[config.mk]
export PLATFORM = sky130hd
export DESIGN_NAME = bin_to_bcd_seq_flat
export DESIGN_NICKNAME = d
export VERILOG_FILES = /design/src/rtl/bin_to_bcd_seq_pkg.sv /design/src/rtl/bin_to_bcd_seq_if.sv /design/src/rtl/bin_to_bcd_seq_bcd_digit_adj.sv /design/src/rtl/bin_to_bcd_seq.sv /design/src/flat_wrapper.sv
export SDC_FILE = /design/constraint.sdc
export NUM_CORES = 1
export LEC_CHECK = 0
export ABC_AREA = 1
export BUFFER_PORTS_ARGS = -buffer_cell sky130_fd_sc_hd__buf_2
export CAP_MARGIN = 20
export CORE_MARGIN = 2
export CORE_UTILIZATION = 60
export CTS_CLUSTER_SIZE = 20
export DETAILED_ROUTE_END_ITERATION = 16
export PLACE_DENSITY_LB_ADDON = 0.05
export SYNTH_ARGS = -nofsm -noshare
export SYNTH_HDL_FRONTEND = slang
export SYNTH_SLANG_ARGS = --single-unit
[constraint.sdc]
create_clock -name clk -period 3.7 [get_ports clk]
set_input_delay 0.37 -clock clk [delete_from_list [all_inputs] [get_ports clk]]
set_output_delay 0.37 -clock clk [all_outputs]
set_load 0.01 [all_outputs]
[src/rtl/bin_to_bcd_seq_pkg.sv]
// rtl/bin_to_bcd_seq_pkg.sv - shared types and constants for the binary-to-BCD converter
// Purpose: FSM state encoding and BCD/display constants shared with the display driver.
// Ports: none (package).
package bin_to_bcd_seq_pkg;

    typedef enum logic [1:0] {
        IDLE   = 2'd0,
        SHIFT  = 2'd1,
        FINISH = 2'd2
    } state_t;

    localparam int DIGITS            = 4;
    localparam int MAX_VAL           = 9999;
    localparam int BCD_W             = 16;
    localparam logic [3:0] BLANK_NIBBLE = 4'hF;

endpackage

[src/rtl/bin_to_bcd_seq_if.sv]
// rtl/bin_to_bcd_seq_if.sv - request/result bundle between a requester and the converter
// Purpose: groups the conversion request and result signals.
// Ports: start, bin_in (requester -> converter); busy, done, bcd_out, ovf (converter -> requester).
interface bin_to_bcd_seq_if #(
    parameter int BIN_W = 14
);
    import bin_to_bcd_seq_pkg::*;

    logic             start;
    logic [BIN_W-1:0] bin_in;
    logic             busy;
    logic             done;
    logic [BCD_W-1:0] bcd_out;
    logic             ovf;

    modport master (
        output start,
        output bin_in,
        input  busy,
        input  done,
        input  bcd_out,
        input  ovf
    );

    modport slave (
        input  start,
        input  bin_in,
        output busy,
        output done,
        output bcd_out,
        output ovf
    );

endinterface

[src/rtl/bin_to_bcd_seq_bcd_digit_adj.sv]
// rtl/bin_to_bcd_seq_bcd_digit_adj.sv - one shift-and-add-3 correction cell for a BCD digit
// Purpose: a digit of 5 or more gets +3 so that the following left shift carries correctly.
// Ports: digit_in (4-bit BCD digit), digit_out (corrected digit, 4-bit wrap, no carry out).
module bcd_digit_adj (
    input  logic [3:0] digit_in,
    output logic [3:0] digit_out
);

    assign digit_out = (digit_in >= 4'd5) ? digit_in + 4'd3 : digit_in;

endmodule

[src/rtl/bin_to_bcd_seq.sv]
// rtl/bin_to_bcd_seq.sv - sequential binary-to-BCD converter, one input bit per clock
// Purpose: converts bin_in to 4-digit packed BCD; values above MAX_VAL give all-blank digits.
// Ports: clk (rising edge), rst_n (synchronous, active-low),
//        bus (slave): start, bin_in in; busy, done (1-cycle), bcd_out[15:0], ovf out.
module bin_to_bcd_seq
    import bin_to_bcd_seq_pkg::*;
#(
    parameter int BIN_W   = 14,
    parameter int MAX_VAL = bin_to_bcd_seq_pkg::MAX_VAL
) (
    input  logic                  clk,
    input  logic                  rst_n,
    bin_to_bcd_seq_if.slave       bus
);

    localparam int CNT_W = (BIN_W > 1) ? $clog2(BIN_W) : 1;
    localparam logic [CNT_W-1:0] LAST_BIT = CNT_W'(BIN_W - 1);

    state_t           state;
    state_t           state_nx;
    logic [BIN_W-1:0] shift_reg;
    logic [BCD_W-1:0] scratch;
    logic [BCD_W-1:0] scratch_adj;
    logic [CNT_W-1:0] bit_cnt;
    logic             ovf_pend;

    // Correct every digit before the shift that doubles it.
    for (genvar d = 0; d < DIGITS; d++) begin : g_adj
        bcd_digit_adj u_adj (
            .digit_in  (scratch[4*d +: 4]),
            .digit_out (scratch_adj[4*d +: 4])
        );
    end

    always_ff @(posedge clk) begin
        if (!rst_n) begin
            state <= IDLE;
        end else begin
            state <= state_nx;
        end
    end

    always_comb begin
        state_nx = state;
        case (state)
            IDLE:    if (bus.start) state_nx = SHIFT;
            SHIFT:   if (bit_cnt == LAST_BIT) state_nx = FINISH;
            FINISH:  state_nx = IDLE;
            default: state_nx = IDLE;
        endcase
    end

    always_ff @(posedge clk) begin
        if (!rst_n) begin
            shift_reg   <= '0;
            scratch     <= '0;
            bit_cnt     <= '0;
            ovf_pend    <= 1'b0;
            bus.busy    <= 1'b0;
            bus.done    <= 1'b0;
            bus.bcd_out <= '0;
            bus.ovf     <= 1'b0;
        end else begin
            bus.done <= 1'b0;
            case (state)
                IDLE: begin
                    if (bus.start) begin
                        shift_reg <= bus.bin_in;
                        scratch   <= '0;
                        bit_cnt   <= '0;
                        // Kept even when BIN_W makes overflow impossible.
                        ovf_pend  <= (32'(bus.bin_in) > 32'(MAX_VAL));
                        bus.busy  <= 1'b1;
                    end
                end
                SHIFT: begin
                    // {scratch, shift_reg} << 1 with the corrected digits, MSB first.
                    scratch   <= {scratch_adj[BCD_W-2:0], shift_reg[BIN_W-1]};
                    shift_reg <= {shift_reg[BIN_W-2:0], 1'b0};
                    bit_cnt   <= bit_cnt + 1'b1;
                end
                FINISH: begin
                    bus.bcd_out <= ovf_pend ? {DIGITS{BLANK_NIBBLE}} : scratch;
                    bus.ovf     <= ovf_pend;
                    bus.done    <= 1'b1;
                    bus.busy    <= 1'b0;
                end
                default: ;
            endcase
        end
    end

endmodule

[src/flat_wrapper.sv]
// flat-port wrapper written by rule: the top's interface ports become plain ports
module bin_to_bcd_seq_flat import bin_to_bcd_seq_pkg::*;
#(
    parameter int BIN_W   = 14,
    parameter int MAX_VAL = bin_to_bcd_seq_pkg::MAX_VAL
)
  (clk, rst_n, bus_start, bus_bin_in, bus_busy, bus_done, bus_bcd_out, bus_ovf);
  bin_to_bcd_seq_if #(.BIN_W(BIN_W)) bus_i ();
  input  logic clk;
  input  logic rst_n;
  input wire logic [$bits(bus_i.start)-1:0] bus_start;
  input wire logic [$bits(bus_i.bin_in)-1:0] bus_bin_in;
  output wire logic [$bits(bus_i.busy)-1:0] bus_busy;
  output wire logic [$bits(bus_i.done)-1:0] bus_done;
  output wire logic [$bits(bus_i.bcd_out)-1:0] bus_bcd_out;
  output wire logic [$bits(bus_i.ovf)-1:0] bus_ovf;
  assign bus_i.start = bus_start;
  assign bus_i.bin_in = bus_bin_in;
  assign bus_busy = bus_i.busy;
  assign bus_done = bus_i.done;
  assign bus_bcd_out = bus_i.bcd_out;
  assign bus_ovf = bus_i.ovf;
  bin_to_bcd_seq #(.BIN_W(BIN_W), .MAX_VAL(MAX_VAL)) u_core (.clk(clk), .rst_n(rst_n), .bus(bus_i));
endmodule
-- Word level (Yosys, flattened, before mapping)
Cells that the tools add are included.
- add/sub/neg operators: 5
- magnitude comparators: 5
- equality and inequality tests: 5
- mux-type cells: 17
- reduce and logical (&&, ||, !) cells: 7
- operator list (kind ; count):
    two-way mux 16 bit ; 2
    case mux 16 bit (2 select lines) ; 1
    case mux 14 bit (2 select lines) ; 1
    >= comparator 4 x 3 -> 1 bit, second input constant ; 4
    two-way mux 4 bit ; 4
    > comparator 14 bit, second input constant ; 1
    two-way mux 14 bit ; 1
    adder 4 x 2 -> 4 bit, second input constant ; 3
    case mux 4 bit (2 select lines) ; 1
    AND reduction 2 bit ; 4
    adder 4 x 1 -> 4 bit, second input constant ; 1
    equality test 4 bit, second input constant ; 1
    two-way mux 2 bit ; 2
    case mux 2 bit (2 select lines) ; 1
    nonzero test 2 bit ; 2
    adder 3 x 2 -> 3 bit, second input constant ; 1
    two-way mux 3 bit ; 1
    equality test 2 x 1 -> 1 bit, second input constant ; 1
    equality test 2 bit, second input constant ; 1
    logical NOT 2 bit ; 1
    two-way mux 1 bit ; 2
    != test 2 x 1 -> 1 bit, second input constant ; 1
    != test 2 bit, second input constant ; 1
    case mux 1 bit (2 select lines) ; 1
- bits in registers: 56
- output and inout port bits: 19

-- Longest topological paths before layout
Gate-level depths: netlist of the first run.
- depth in word-level cells: 3
- depth in mapped cells: 9
- gate-level depth less buffers: 9

-- Hierarchy
A second synthesis of the first run with hierarchy kept.
- cells, all modules: 372
- area, all modules: 2736.4 um2
- by module, submodules not included (module ; times used ; cells each ; area each (um2)):
    bin_to_bcd_seq ; 1 ; 280 ; 2195.9
    bcd_digit_adj ; 4 ; 23 ; 135.1

-- Least setup slack after synthesis of the first run
Ideal clock, no wire load.
- kind: register to register
- start: register u_core.scratch[0]
- end: register u_core.scratch[4]
- library setup time: 0.065 ns
- arrival time: 1.116 ns
- required time: 3.635 ns
- setup slack: 2.519 ns
- stages on the path, launching flop included: 10
- path buffers: 0
- clock period less this slack: 1.181 ns
- cells stage by stage: dfxtp_1 > inv_1 > ha_1 > inv_1 > nand2_1 > nand3_1 > nand2_1 > nor2_1 > nor2_1 > nor2_1
- longest elaborated chain between the ends: 3
- elaborated cells between the ends (all ways): 4
- classes of those cells: add/sub: 1; order compare: 1; mux: 2
- RTL lines (element ; line ; text):
    from (decl) ; bin_to_bcd_seq.sv:22 ; logic [BCD_W-1:0] scratch;
    from (signal assigned) ; bin_to_bcd_seq.sv:78 ; scratch <= {scratch_adj[BCD_W-2:0], shift_reg[BIN_W-1]};
    adder 4 x 2 -> 4 bit / >= comparator 4 x 3 -> 1 bit (equally long branches) ; bin_to_bcd_seq_bcd_digit_adj.sv:9 ; assign digit_out = (digit_in >= 4'd5) ? digit_in + 4'd3 : digit_in;
    two-way mux 4 bit (*) ; bin_to_bcd_seq_bcd_digit_adj.sv:9 ;
    case mux 16 bit (2 select lines) (*) ; bin_to_bcd_seq.sv:65 ; case (state)
Mark *: on every way between the ends. The rest lies on a longest branch, timed or not.
A chain may end at the register's enable or synchronous reset.

-- Worst setup path in the final report of the first run
- start: register u_core.state[0]
- end: register u_core.shift_reg[10]
- longest elaborated chain between the ends: 3
- elaborated cells between the ends (all ways): 6
- classes of those cells: eq/ne: 2; mux: 1; reduce/logical: 3
- RTL lines (element ; line ; text):
    from (decl) ; bin_to_bcd_seq.sv:19 ; state_t state;
    from (signal assigned) ; bin_to_bcd_seq.sv:39 ; state <= state_nx;
    equality test 2 x 1 -> 1 bit / logical NOT 2 bit (equally long branches) ; bin_to_bcd_seq.sv:65 ;
    nonzero test 2 bit (no line) / != test 2 bit (equally long branches) ; n/a ;
    AND reduction 2 bit (no line) ; n/a ;
    to (signal assigned) ; bin_to_bcd_seq.sv:68 ; shift_reg <= bus.bin_in;
    to (signal assigned) ; bin_to_bcd_seq.sv:79 ; shift_reg <= {shift_reg[BIN_W-2:0], 1'b0};
    to (decl) ; bin_to_bcd_seq.sv:21 ; logic [BIN_W-1:0] shift_reg;
Parallel ways exist; a longest one is shown, timed or not.

==> results of run 1 <==
==> cell usage in the layout, fill, tap and decap left out <==
cell	count
nand2_1	93
dfxtp_1	56
a21oi_1	37
buf_2	35
inv_1	28
nand3_1	24
nor2_1	21
o21ai_0	14
o21ai_1	11
ha_1	10
a31oi_1	9
nand4_1	8
inv_2	6
clkbuf_8	6
nor2_4	3
a22oi_1	3
nor3_1	2
nor2_2	1
o21ai_2	1
a211oi_1	1
o211ai_1	1
bufinv_16	1
clkinv_4	1
buf_4	1
==> worst max-delay path, cell delays in order, from the launching register on <==
cell and delay [ns]:
dfxtp_1 0.43, inv_2 0.09, nor2_4 0.56, inv_2 0.06, nor2_1 0.20, nand2_1 0.08, o211ai_1 0.08
==> cells by family after synthesis <==
logic type	Yosys count	share of synthesized area [%]
compound gates	77	16.5
fa+ha+maj	10	4.99
buf+inv	48	7.98
flops	56	44.7
simple gates	152	25.8
==> final timing paths <==
kind | cells past startpoint | to | slack, ns
max reg2reg | 6 | u_core.shift_reg[10] | 2.11
min | 3 | u_core.shift_reg[0] | 0.30
max | 6 | u_core.shift_reg[10] | 2.11
min reg2reg | 2 | u_core.shift_reg[5] | 0.47
==> power groups by stage <==
stage / clock [uW] / sequential (uW) / combinational (uW)
6_report: 417 / 630 / 85.2
5_1_grt: 444 / 632 / 96.4
4_1_cts: 427 / 630 / 86.0
3_5_place_dp: 0 / 643 / 85.9
3_3_place_gp: 0 / 643 / 83.9
2_1_floorplan: 0 / 641 / 63.2
==> stage by stage <==
step,instances,worst slack (ns)
2_1_floorplan,343,2.52
3_3_place_gp,415,2.13
3_5_place_dp,415,2.09
4_1_cts,423,2.10
5_1_grt,423,1.92
6_report,423,2.11
==> per-layer routing <==
layer	wire (um)	global-route usage, %	vias to the layer above
li1	-	-	1188
met1	2390	26.8	1060
met2	2570	44.6	39
met3	187	4.38	5
met4	57	8.75	0
met5	0	0	-
==> cell type report <==
| cell class | instances | area, um^2 |
|---|---|---|
| tap | 50 | 62.6 |
| multi-input combinational | 239 | 1190 |
| sequential | 56 | 1120 |
| clock buffer | 6 | 82.6 |
| clock inverter | 2 | 38.8 |
| timing repair buffer | 36 | 183 |
| inverter | 34 | 128 |
| fill | 357 | 1200 |
==> results.md, run 1 <==
* Antenna Cells at 0
* Part of the power in the clock network at 36.8%
* Sinks on Clock Net at between 50 and 60
* Worst EP arrival at around 1.8 ns
* CTS H-Tree Depth at 2
* Sw Share at 23.4%
* PostCTS Resize Cnt at 0
* Crit Path Class: flop to flop
* Worst VDD drop at approximately 0.28 mV
* Worst Path Required at between 3 and 4 ns
* Largest net degree at the start of global routing at 38
* Share of layout cells above drive strength 1 at between 10 and 15%
* Sequential fraction of the synthesis area at 44.7%
* TritonCTS buffer count at 5
* Worst slew margin at 51.7%
* Starting Density at a little over three fifths
* WL/cell at 12.3 um
* Asr flop ratio synth at 0%
* Post-route ant nets at 0
* Final period util at 42.8%
* Sequential share of power at around 56%
* Synth warn at 0
* Layout Area Growth over Synthesis at 11.7%
* GRT overflow at 0
* DRT Wirelength at 5.20 mm
* First-pass GRT wire length at roughly 8.5 mm
* Max Cap Viol at 0
* Gate power share at 7.5%
* Hold_buf cts at 0
* Root Driver: clkbuf_8
* Cell Area, Synth at between 2000 and 3000 um^2
* Hold crit path type: input pin to flop
* Syn_nets at 370
* Fin Setup TNS at 0 ns
* Syn Area/Cell at 7.31 um^2
* Worst reg2reg startpoint: u_core.state[0]
* Post-synth EDFFs at 0
* Post-layout min period at 1.59 ns
* Die area at 4710 um^2
* Final Skew at 0.0108 ns
* CTS tree: done
* Area leader, netlist: dfxtp_1
* Skew-Pair Late Insertion Delay at 0.31 ns
* Number of remaining DRC errors at 0
* Worst setup SP type: flop
* Via Count at 2292
* Die W at 68.6 um
* Post-synth cell types at 23
* Critical Path End Type: flop
* Gr usage total at 23.9%
* CP max FO at 32
* Internal at 867 uW
* Leak at approximately 0.0012 uW
* Top-count cell post-synth: nand2_1
* Total power at 1130 uW
* Core area at ~4000 um^2
* Buffers added on ports at 35
* Initial antenna violation count at 0
* Chip Height at 68.6 um
* PwrDens at 404 nW/um^2
* Final setup vio count at 0
* Synth cell count leaders: 93 x nand2_1, 56 x dfxtp_1, 37 x a21oi_1
* Synth area leaders: dfxtp_1 45%, nand2_1 14%, a21oi_1 7.4%, ha_1 5.0%, nand3_1 4.8%
* Synth Flop Type: dfxtp_1
* DRT Pass-1 Iters at 4
* Non-Filler Cell Area, Final at roughly 2800 um^2
* Slew Limit Fails at 0
* RSZ-0062 raised after global routing: no
* Hold_sp: bus_bin_in[0]
* Initial drt markers at 106
* Status: finished clean
* Post-CTS setup buffer count at 0
* Placer Congestion at 0.763
* Hpwl dp at 3.43 mm
* DP Area at 2680 um^2
* Row cnt at 23
* Reg clk slew, reported paths at 0.10 ns
* Net Sw Power at 265 uW
* Final core utilization at 70.0%
* Final Hold Vio Count at 0
* Fmax at 631 MHz
* Crit. Startpoint: u_core.state[0]
* # IOs at 36
* Vias in the first global route at ~2000
* Hold Worst Slack at between 0.2 and 0.3 ns
* Seq cells post-synth at 56
* Final net count at 399
* Clock Path Buffers at 2
* Synth top area share at 44.7%
* Vias/cell at 5.42
* Mapped Cells at 343
* Worst Tran Pin Value at 0.723 ns
(Power assumes the default switching activity.)
==> run 2: changes to the inputs <==
Settings changed: CORE_UTILIZATION 60 to 56.
Clock period 3.7 ns to 1.6 ns, I/O delays scaled along.
==> results.md, run 2 (same netlist as run 1, synthesis figures left out) <==
* Most frequent cells in the layout: 93 x nand2_1, 56 x dfxtp_1, 37 x a21oi_1, 35 x buf_2, 28 x inv_1
* Vias in the first global route at 2023 (+0.099%)
* Total power at 2470 uW (+120%)
* Hold crit path type: input pin to flop
* Chip Height at 70.9 um (+3.3%)
* Area of the multi-input gates at 1190 um^2 (unchanged)
* Worst VDD drop at 0.459 mV (+65%)
* Largest net degree at the start of global routing at 27 (-29%)
* Slew Limit Fails at 0 (unchanged)
* Initial drt markers at 97 (-8.5%)
* First-pass GRT wire length at 8.92 mm (+4.6%)
* Hold_buf cts at 0 (unchanged)
* Crit-path max cell delay at 0.43 ns (-0.13 ns)
* Initial antenna violation count at 0 (unchanged)
* Vias/cell at 5.28 (-2.6%)
* Core area at 4320 um^2 (+8.1%)
* Final Hold Vio Count at 0 (unchanged)
* DR top layer: met4
* Worst path cell trace: inv_1 -> ha_1 -> inv_1 -> nand2_1 -> nand3_1 -> nand2_1 -> nor2_1 -> nor2_1 -> nor2_1
* Reg clk slew, reported paths at 0.10 ns (about the same)
* DR WL met3 at 225 um (+20%)
* TritonCTS buffer count at 5 (unchanged)
* Clock Path Buffers at 2 (unchanged)
* Post-route ant nets at 0 (unchanged)
* Most used cell, CP: nor2_1
* Max Cap Viol at 0 (unchanged)
* Most common cell after layout, fill and taps aside: nand2_1
* Gr usage total at 21.9% (-2.0 points)
* CP max FO at 6 (-81%)
* Final core utilization at 65.7% (-4.3 points)
* Fmax at 740 MHz (+17%)
* Share of layout cells above drive strength 1 at 16.1% (+1.3 points)
* Worst Tran Pin Value at 0.422 ns (-0.300 ns)
* Worst Path Required at 1.86 ns (-2.07 ns)
* Layout Area Growth over Synthesis at 13.3%
* Fill cells at 398 (+11%)
* Post-CTS setup buffer count at 0 (unchanged)
* PostCTS Resize Cnt at 0 (unchanged)
* Worst path bufs/invs at 2 (unchanged)
* Worst EP arrival at 1.61 ns (-0.21 ns)
* Met2 WL at 2.51 mm (-2.2%)
* GRT overflow at 0 (unchanged)
* Buffers added on ports at 35 (unchanged)
* Root Driver: clkbuf_8
* Final period util at 84.4% (+42 points)
* DRT Wirelength at 5.17 mm (-0.73%)
* Antenna Cells at 0 (unchanged)
* RSZ-0062 raised after global routing: no
* Crit-path slowest cell: dfxtp_1
* Via Count at 2279 (-0.57%)
* Final setup vio count at 0 (unchanged)
* Routed met1 length at 2.38 mm (-0.59%)
* Sinks on Clock Net at 56 (unchanged)
* PwrDens at 869 nW/um^2 (+120%)
* Skew-Pair Late Insertion Delay at 0.31 ns (about the same)
* Worst slew margin at 71.9% (+20 points)
* Post-layout min period at 1.35 ns (-0.234 ns)
* Register area at 1120 um^2 (unchanged)
* Number of remaining DRC errors at 0 (unchanged)
* Crit Path Class: flop to flop
* Starting Density at 58.0% (-4.7 points)
* Die W at 70.9 um (+3.3%)
* Critical Path End Type: flop
* Final Skew at 0.0108 ns (+0.0000354 ns)
* Final net count at 406 (+1.8%)
* CP top delay family: simple AND/OR/NAND/NOR gates
* Reg2Reg Setup Slack at 0.25 ns (-1.87 ns)
* Worst setup SP type: flop
* Placer Congestion at 0.805 (+5.6%)
* Row cnt at 24 (+4.3%)
* CTS tree: done
* DRT Pass-1 Iters at 4 (unchanged)
* Hpwl dp at 3.58 mm (+4.4%)
* WL/cell at 12.0 um (-2.8%)
* Fin Setup TNS at 0 ns (unchanged)
* CTS H-Tree Depth at 2 (unchanged)
* Status: finished clean
* Die area at 5030 um^2 (+6.7%)
* # IOs at 36 (unchanged)
* Leak at 0.00123 uW (+1.9%)
## run 2: cell types whose count changed in the layout (fill, tap and decap cells not counted)
cell	change
buf_4	+6
buf_12	+1
bufinv_16	-1
clkbuf_1	+1
clkinv_4	-1
clkinvlp_4	+1
## run 2: area by class of cell
type | count | share of cell area [%]
clock buffers | 7 | 3.04
clock inverters | 1 | 0.264
inverters | 34 | 4.49
multi-input cells | 239 | 41.7
flip-flops and latches | 56 | 39.5
well taps | 52 | 2.29
repair buffers | 43 | 8.72
## run 2: worst reg2reg max path: cells and delay by family, from the launching register on
family	cells	cell delay [ns]
adder cells (fa/ha/maj)	1	0.21
AND/OR/NAND/NOR	6	0.49
buffers and inverters	2	0.16
flip-flops	1	0.43
## run 2: metrics by stage
stage | instance area, um^2 | instances | setup WS, ns | hold WS [ns]
CTS | 2840 | 432 | 0.259 | 0.0829
global route | 2840 | 432 | 0.0634 | 0.0919
floorplan | 2510 | 343 | 0.419 | 0.304
detailed placement | 2750 | 424 | 0.284 | 0.422
global placement | 2750 | 424 | 0.293 | 0.418
finish | 2840 | 432 | 0.249 | 0.0875
## run 2: per-layer routing
| metal | GRT usage, % | vias to the layer above |
|---|---|---|
| met5 | 0 | - |
| met4 | 7.13 | 0 |
| met3 | 4.99 | 5 |
| met2 | 36.3 | 45 |
| met1 | 28.4 | 1026 |
| li1 | - | 1203 |
## run 2: final timing paths
kind / start / end / cells after the start
worst max register to register: u_core.scratch[0] / u_core.scratch[4] / 9
worst min register to register: u_core.shift_reg[2] / u_core.shift_reg[2] / 2
worst max-delay path: u_core.scratch[0] / u_core.scratch[4] / 9
worst min-delay path: bus_bin_in[0] / u_core.shift_reg[0] / 3
## run 2: where the power goes
group / total, uW / internal [uW] / switching (uW)
clock: 796 / 353 / 444
sequential: 1450 / 1430 / 25.1
combinational: 219 / 80.2 / 139
==> run 3: changes to the inputs <==
Settings changed: ABC_AREA 1 to 0.
Clock period 1.6 ns to 1.3 ns, I/O delays scaled along.
==> results.md, run 3 <==
* # IOs at 36 (unchanged)
* Worst EP arrival at 1.53 ns (-0.08 ns)
* TritonCTS buffer count at 5 (unchanged)
* Non-filler instance count after layout at 390 (-9.7%)
* Critical Path End Type: flop
* Final Skew at 0.0139 ns (+0.00304 ns)
* Post-synth cell types at 35 (+52%)
* Starting Density at 58.8% (+0.86 points)
* Synth top area share at 43.5% (-1.3 points)
* Fill cells at 350 (-12%)
* Fmax at 762 MHz (+2.9%)
* Cell Area, Synth at 2580 um^2 (+2.9%)
* Via Count at 2224 (-2.4%)
* Syn_nets at 308 (-17%)
* Synth warn at 0 (unchanged)
* Layout Area Growth over Synthesis at 26.3%
* Synth Flop Type: dfxtp_1
* Asr flop ratio synth at 0% (unchanged)
* Buffers added on ports at 35 (unchanged)
* CTS H-Tree Depth at 2 (unchanged)
* Post-synth EDFFs at 0 (unchanged)
* Antenna Cells at 0 (unchanged)
* Initial drt markers at 207 (+110%)
* CTS tree: done
* Hpwl dp at 3.96 mm (+11%)
* Vias/cell at 5.70 (+8.1%)
* Vias in the first global route at 2108 (+4.2%)
* Top-count cell post-synth: dfxtp_1
* Root Driver: clkbuf_8
* Post-layout min period at 1.31 ns (-0.0381 ns)
* Core area at 4380 um^2 (+1.4%)
* DRT Wirelength at 6.14 mm (+19%)
* Seq cells post-synth at 56 (unchanged)
* Sequential fraction of the synthesis area at 43.5% (-1.3 points)
* Final net count at 364 (-10%)
* Final Hold Vio Count at 0 (unchanged)
* Skew-Pair Late Insertion Delay at 0.31 ns (about the same)
* Worst Path Required at 1.52 ns (-0.34 ns)
* Worst VDD drop at 0.798 mV (+74%)
* Final setup vio count at 1 (+1)
* RSZ-0062 raised after global routing: yes
* First-pass GRT wire length at 9.71 mm (+8.8%)
* GRT overflow at 0 (unchanged)
* Gr usage total at 23.8% (+1.9 points)
* WL/cell at 15.7 um (+32%)
* Placer Congestion at 0.868 (+7.8%)
* Sinks on Clock Net at 56 (unchanged)
* Hold Worst Slack at 0.0384 ns (-0.0490 ns)
* Post-route setup slack at -0.0131 ns (-0.262 ns)
* Most common cell after layout, fill and taps aside: dfxtp_1
* Final core utilization at 74.3% (+8.6 points)
* DRT Pass-1 Iters at 4 (unchanged)
* Hold crit path type: input pin to flop
* Area leader, netlist: dfxtp_1
* Leak at 0.00158 uW (+28%)
* Largest net degree at the start of global routing at 30 (+11%)
* Synth cell count leaders: 56 x dfxtp_1, 37 x nand2_1, 29 x nor2_1
* Initial antenna violation count at 0 (unchanged)
* Final period util at 101% (+17 points)
* Syn Area/Cell at 9.18 um^2 (+26%)
* Share of layout cells above drive strength 1 at 38.2% (+22 points)
* Worst slew margin at 75.3% (+3.5 points)
* Clock Path Buffers at 2 (unchanged)
* Number of remaining DRC errors at 0 (unchanged)
* Worst slack, placed at -0.0856 ns (-0.370 ns)
* PwrDens at 992 nW/um^2 (+14%)
* Chip Height at 71.9 um (+1.4%)
* Slew Limit Fails at 0 (unchanged)
* Mapped Cells at 281 (-18%)
* CP max FO at 4 (-2)
* Most frequent cells in the layout: 45 x dfxtp_1, 36 x nand2_1, 35 x buf_2, 32 x buf_4, 29 x nor2_1
* Fin Setup TNS at -0.0131 ns (-0.0131 ns)
* Synth area leaders: dfxtp_1 43%, o211a_1 6.6%, nand2_1 5.4%, ha_1 4.8%, nor2_1 4.2%
* Post-route ant nets at 0 (unchanged)
* Worst setup SP type: flop
* Die W at 71.9 um (+1.4%)
* Status: finished, violations left
* Max Cap Viol at 0 (unchanged)
* Crit Path Class: flop to flop
* Row cnt at 24 (unchanged)
* Placed cells at 377 (-11%)
* Failing checks: setup timing
* Hold_buf cts at 0 (unchanged)
* Die area at 5170 um^2 (+2.7%)
* Reg clk slew, reported paths at 0.10 ns (about the same)
* Worst Tran Pin Value at 0.366 ns (-0.0566 ns)
==> run 3: cell types whose count changed after synthesis, moves of 9 or more <==
| cell | change |
|---|---|
| nand2_1 | -56 |
| a21oi_1 | -31 |
| inv_1 | -18 |
| o211a_1 | +17 |
| nand3_1 | -16 |
| o21ai_1 | -11 |
| a2bb2oi_1 | +9 |
| a31oi_1 | -9 |
| o221a_2 | +9 |
==> run 3: through the flow <==
step	power, uW	area (um^2)
floorplan	2110	2590
global placement	2250	2950
detailed placement	2260	2950
CTS	3220	3090
global route	3350	3260
finish	3230	3260
==> run 3: logic make-up (layout without fill, tap and decap cells) <==
family / count (synthesis) / after routing / share of synthesized area (%)
compound gates: 76 / 76 / 24.6
mux: 6 / 6 / 2.33
buf+inv: 30 / 86 / 5.77
simple gates: 96 / 97 / 16.6
flops: 56 / 56 / 43.5
fa+ha+maj: 10 / 10 / 4.85
xor+xnor: 7 / 7 / 2.38
==> run 3: per-layer routing <==
layer  up-vias  track usage, %  wire, um
met5         -               0         0
met4         0            6.71        41
met3         5            3.52       219
met2        40            39.6      3080
met1      1084            32.1      2800
li1       1095               -         -
==> run 3: cell type report <==
cell class | count | area, um^2 | share of cell area [%]
Clock buffer | 6 | 82.6 | 2.53
Clock inverter | 2 | 10.0 | 0.307
Timing Repair Buffer | 68 | 435 | 13.4
Inverter | 10 | 45.0 | 1.38
Sequential cell | 56 | 1140 | 35.1
Multi-Input combinational cell | 196 | 1480 | 45.3
Tap cell | 52 | 65.1 | 2.00
==> run 3: worst paths after layout <==
check | slack [ns] | startpoint | endpoint | cells after the start
setup / recovery | -0.01 | u_core.scratch[8] | u_core.scratch[10] | 6
hold / removal | 0.04 | bus_bin_in[0] | u_core.shift_reg[0] | 2
hold reg to reg | 0.45 | u_core.shift_reg[9] | u_core.shift_reg[10] | 2
setup reg to reg | -0.01 | u_core.scratch[8] | u_core.scratch[10] | 6
==> run 3: what timing repair did <==
| action | CTS | global route |
|---|---|---|
| gates cloned | 0 | 1 |
| buffers inserted | 2 | 2 |
| pin swaps | 6 | 7 |
| resized for setup | 17 | 36 |
| setup endpoints to repair | 25 | 17 |
==> run 3: critical path, stage by stage, from the launching register on <==
cell and delay, ns:
dfxtp_4 0.37, inv_2 0.08, ha_2 0.21, nand2b_4 0.07, a21oi_4 0.20, mux2i_1 0.10
a22o_1 0.19
==> run 3: power by group <==
part           total (uW)  internal [uW]  switching [uW]
Clock                 990            427             563
Combinational         422            207             215
Sequential           1820           1770            47.7
